$ cat config.mk
export PLATFORM = sky130hd
export DESIGN_NAME = fifo_rd_ctrl
export DESIGN_NICKNAME = d
export VERILOG_FILES = /design/src/rtl/fifo_rd_ctrl.sv
export SDC_FILE = /design/constraint.sdc
export NUM_CORES = 1
export LEC_CHECK = 0
export CAP_MARGIN = 5
export CORE_UTILIZATION = 33
export DETAILED_ROUTE_END_ITERATION = 8
export PLACE_DENSITY = 0.83
export SLEW_MARGIN = 20
export SYNTH_ARGS = -nofsm -noshare
export SYNTH_HDL_FRONTEND = slang
export SYNTH_SLANG_ARGS = --single-unit
export TNS_END_PERCENT = 20
$ cat constraint.sdc
create_clock -name R_CLK -period 1.73 [get_ports R_CLK]
set_input_delay 0.346 -clock R_CLK [delete_from_list [all_inputs] [get_ports R_CLK]]
set_output_delay 0.346 -clock R_CLK [all_outputs]
set_load 0.1 [all_outputs]
$ cat src/rtl/fifo_rd_ctrl.sv
// Read-side controller of an asynchronous FIFO: Gray read pointer, empty flag and a registered output stage.
// Define FIFO_RD_LEVEL_EN to add the registered rd_level occupancy output.
module fifo_rd_ctrl #(
  parameter int ADD_WIDTH  = 4,
  parameter int DATA_WIDTH = 8
) (
  input  logic                  R_CLK,
  input  logic                  R_RST,
  input  logic [ADD_WIDTH-1:0]  rq2_wptr,
  input  logic [DATA_WIDTH-1:0] rdata_mem,
  input  logic                  rd_ready,
  output logic [ADD_WIDTH-2:0]  raddr,
  output logic [ADD_WIDTH-1:0]  rptr,
  output logic                  rempty,
  output logic                  rd_valid,
  output logic [DATA_WIDTH-1:0] rd_data
`ifdef FIFO_RD_LEVEL_EN
  ,
  output logic [ADD_WIDTH-1:0]  rd_level
`endif
);

  logic [ADD_WIDTH-1:0] rbin;
  logic                 adv;

  assign raddr  = rbin[ADD_WIDTH-2:0];
  assign rptr   = rbin ^ (rbin >> 1);
  assign rempty = (rptr == rq2_wptr);

  // The output register takes a new word whenever it is empty or being drained.
  assign adv = !rempty && (!rd_valid || rd_ready);

  // NOTE: sequential state uses non-blocking assignments so every register
  // samples pre-edge values regardless of statement order.
  always_ff @(posedge R_CLK) begin
    if (R_RST) begin
      rbin     <= '0;
      rd_valid <= 1'b0;
      rd_data  <= '0;
    end else if (adv) begin
      rbin     <= rbin + 1'b1;
      rd_valid <= 1'b1;
      rd_data  <= rdata_mem;
    end else if (rd_valid && rd_ready) begin
      rd_valid <= 1'b0;
    end
  end

`ifdef FIFO_RD_LEVEL_EN
  logic [ADD_WIDTH-1:0] wbin;

  always_comb begin
    wbin = rq2_wptr;
    for (int i = ADD_WIDTH - 2; i >= 0; i--) begin
      wbin[i] = wbin[i+1] ^ rq2_wptr[i];
    end
  end

  always_ff @(posedge R_CLK) begin
    if (R_RST) rd_level <= '0;
    else       rd_level <= wbin - rbin;
  end
`endif

endmodule

==> results.yml <==
detailed_routing:
  ant_nets: 0
  highest_layer: "met4"
  avgRoutedWirePerCell_um: 13.25
  drc: 0
  route.layer.met1.wl_um: 590
  met3_length_um: 118
  wl_met2_um: 816
  via_count: 568
  drt-total-wl_um: 1537
  initialDrtViolationCount: 5
  vias_per_cell: 4.897
  drt_first_pass_iters: 7
floorplanning:
  pin_count: 32
  die_w_um: 44.22
  start_util_pct: 37.30
  die_area_um2: 1955
  fp-row-count: 14
  die_y_um: 44.22
  core-area_um2: 1577
placement:
  dpl_cell_area_um2: 1176
  pre_cts_ws_ns: -0.2455
  hpwl_um: 1121
  gp_congestion: 0.7135
  io_buffer_count: 31
sta:
  slew_viol_final: 0
  clock_skew_ns: 0.003673
  hold_viol: 0
  period_needed_ns: 1.850
  rsz0062_at_grt: "true"
  finalSetupTns_ns: -0.1431
  fmax_mhz: 540.6
  setup_viol: 2
  max_slew_margin_pct: 81.59
  tightest_slew_ns: 0.2761
  post-route-period-util_pct: 106.9
  worst_slack_ns: -0.1198
grt:
  overflow: 0
  grt_max_degree: 12
  antenna_found_initial: 0
  grt_pass1_wl_um: 2608
  grt_usage_pct: 18.36
  grt_pass1_vias: 616
finish:
  design_area_um2: 1267
  final_common_cell: "buf_12"
  multi_input_comb_area_um2: 366.6
  num-fill-cells: 89
  antenna_cells: 0
  finish.net_count: 118
  layout_common_cells: "17 x buf_12, 14 x clkdlybuf4s50_1, 11 x nor2_1, 11 x buf_4"
  regArea_um2: 275.3
  area_delta_synth_final_pct: 115.5
  drive_gt1_share_pct: 46.00
critical_path:
  cp_max_fo: 3
  cp_data_arrival_time_ns: 1.50
  slowest_delay_ns: 0.37
  r2r-end: "rbin[3]"
  endpoint_kind: "primary output"
  crit_path_cell_trace: "ha_4 -> xnor2_2 -> and4_4 -> buf_12"
  rr_worst_depth: 6
  r2r_start: "rbin[1]"
  startpoint_type: "register"
  crit_required_ns: 1.38
  crit_path_top_delay_cell: "dfxtp_4"
  crit_type: "reg -> out"
  r2r_slack_ns: -0.02
run_status:
  status: "complete, but fails checks"
  violations: "setup timing"
power:
  total_power_mw: 1.679
  irDropWorstVdd_v: 0.001107
  p_leak_nw: 0.5703
  p_per_area_nw_per_um2: 1325
clocking:
  h-tree-depth: 1
  clk_path_buf_depth: 2
  holdBufCountCts: 0
  cts_made_buffers: 3
  cts.sink_count: 13
  clk_pin_slew_ns: 0.08
  cts_root_buf: "clkbuf_4"
  cts_tree: "done"
  clock_latency_ns: 0.28
worst_hold_path:
  hold_start: "rd_valid"
  holdPathStages: 2
  hp-class: "reg -> reg"
  worstHoldEndpoint: "rd_valid"
yosys:
  ys_ff_latch: 13
  synthesis.nets: 72
  netlist_area_um2: 588.1
  yosysUniqueCellTypes: 18
  synth_area_per_cell_um2: 10.69
  yosysSeqAreaShare_pct: 44.26
  syn_inst: 55
  ys.warnings.count: 0
run:
  max_cap_viol_count: 0
## synthesized netlist by cell type
cell type	instances	area (um^2)
nand3_1	2	10.01
and4_1	1	8.760
ha_1	2	25.02
inv_1	1	3.750
xnor2_1	4	35.03
mux2_4	1	15.01
mux2i_1	9	90.09
a21o_1	1	7.510
clkbuf_1	1	3.750
dfxtp_1	13	260.3
nand2b_1	1	6.260
a21oi_1	2	10.01
xor2_1	1	8.760
nor2b_1	2	12.51
xnor3_1	1	22.52
nor2_1	11	41.29
a41oi_2	1	16.27
buf_6	1	11.26
## flip-flops by register name, indices dropped and copies added (netlist names)
| name | count |
|---|---|
| rbin | 4 |
| rd_valid | 1 |
| rd_data | 8 |
## worst max path at each step
stage | end | slack [ns] | from
floorplan | rempty | -0.19 | rbin[2]
global placement | rd_data[1] | -0.17 | rq2_wptr[2]
detailed placement | rd_data[2] | -0.25 | rq2_wptr[2]
CTS | rempty | -0.13 | rbin[1]
global route | rempty | -0.18 | rbin[1]
finish | rempty | -0.12 | rbin[1]
## timing repair
| action | CTS | global route |
|---|---|---|
| setup buffers | 6 | 1 |
| endpoints found under the setup margin | 1 | 12 |
| pin swaps | 5 | 4 |
| gates resized for setup | 1 | 1 |
## power by group
part | switching [mW] | internal, mW | leakage [nW]
Clock | 0.103 | 0.0858 | 0.0177
Combinational | 0.638 | 0.467 | 0.442
Sequential | 0.0446 | 0.340 | 0.110
## metrics by stage
step	util (%)	cells	hold slack (ns)
floorplan	-	55	0.4054
global placement	74.60	105	0.5093
detailed placement	74.60	105	0.5138
CTS	79.44	115	0.5280
global route	80.40	116	0.5675
finish	80.40	116	0.5244
## logic make-up after synthesis
| group | synth area share (%) |
|---|---|
| muxes | 17.87 |
| adders and majority gates | 4.255 |
| xor gates and xnor gates | 11.28 |
| AOI/OAI and AO/OA | 5.746 |
| and+or+nand+nor | 13.41 |
| buffers and inverters | 3.190 |
| DFF | 44.26 |
## layer usage
metal,up-vias,track usage [%]
met5,-,0
met4,0,9.091
met3,2,5.306
met2,29,33.24
met1,262,19.14
li1,275,-
## final cells by class
type | instances | area share (%)
timing repair buffer | 43 | 45.31
clock inverter | 1 | 0.3949
sequential | 13 | 21.72
clock buffer | 3 | 1.777
inverter | 1 | 0.2961
tap | 16 | 1.579
multi-input combinational | 39 | 28.92
## critical path: cells and delay by family, from the launching register on
kind | cells | cell delay (ns)
xor+xnor | 1 | 0.16
fa+ha+maj | 1 | 0.25
buf+inv | 1 | 0.17
flops | 1 | 0.37
simple gates | 1 | 0.27
No activity file was read; power rests on OpenSTA's default activity.
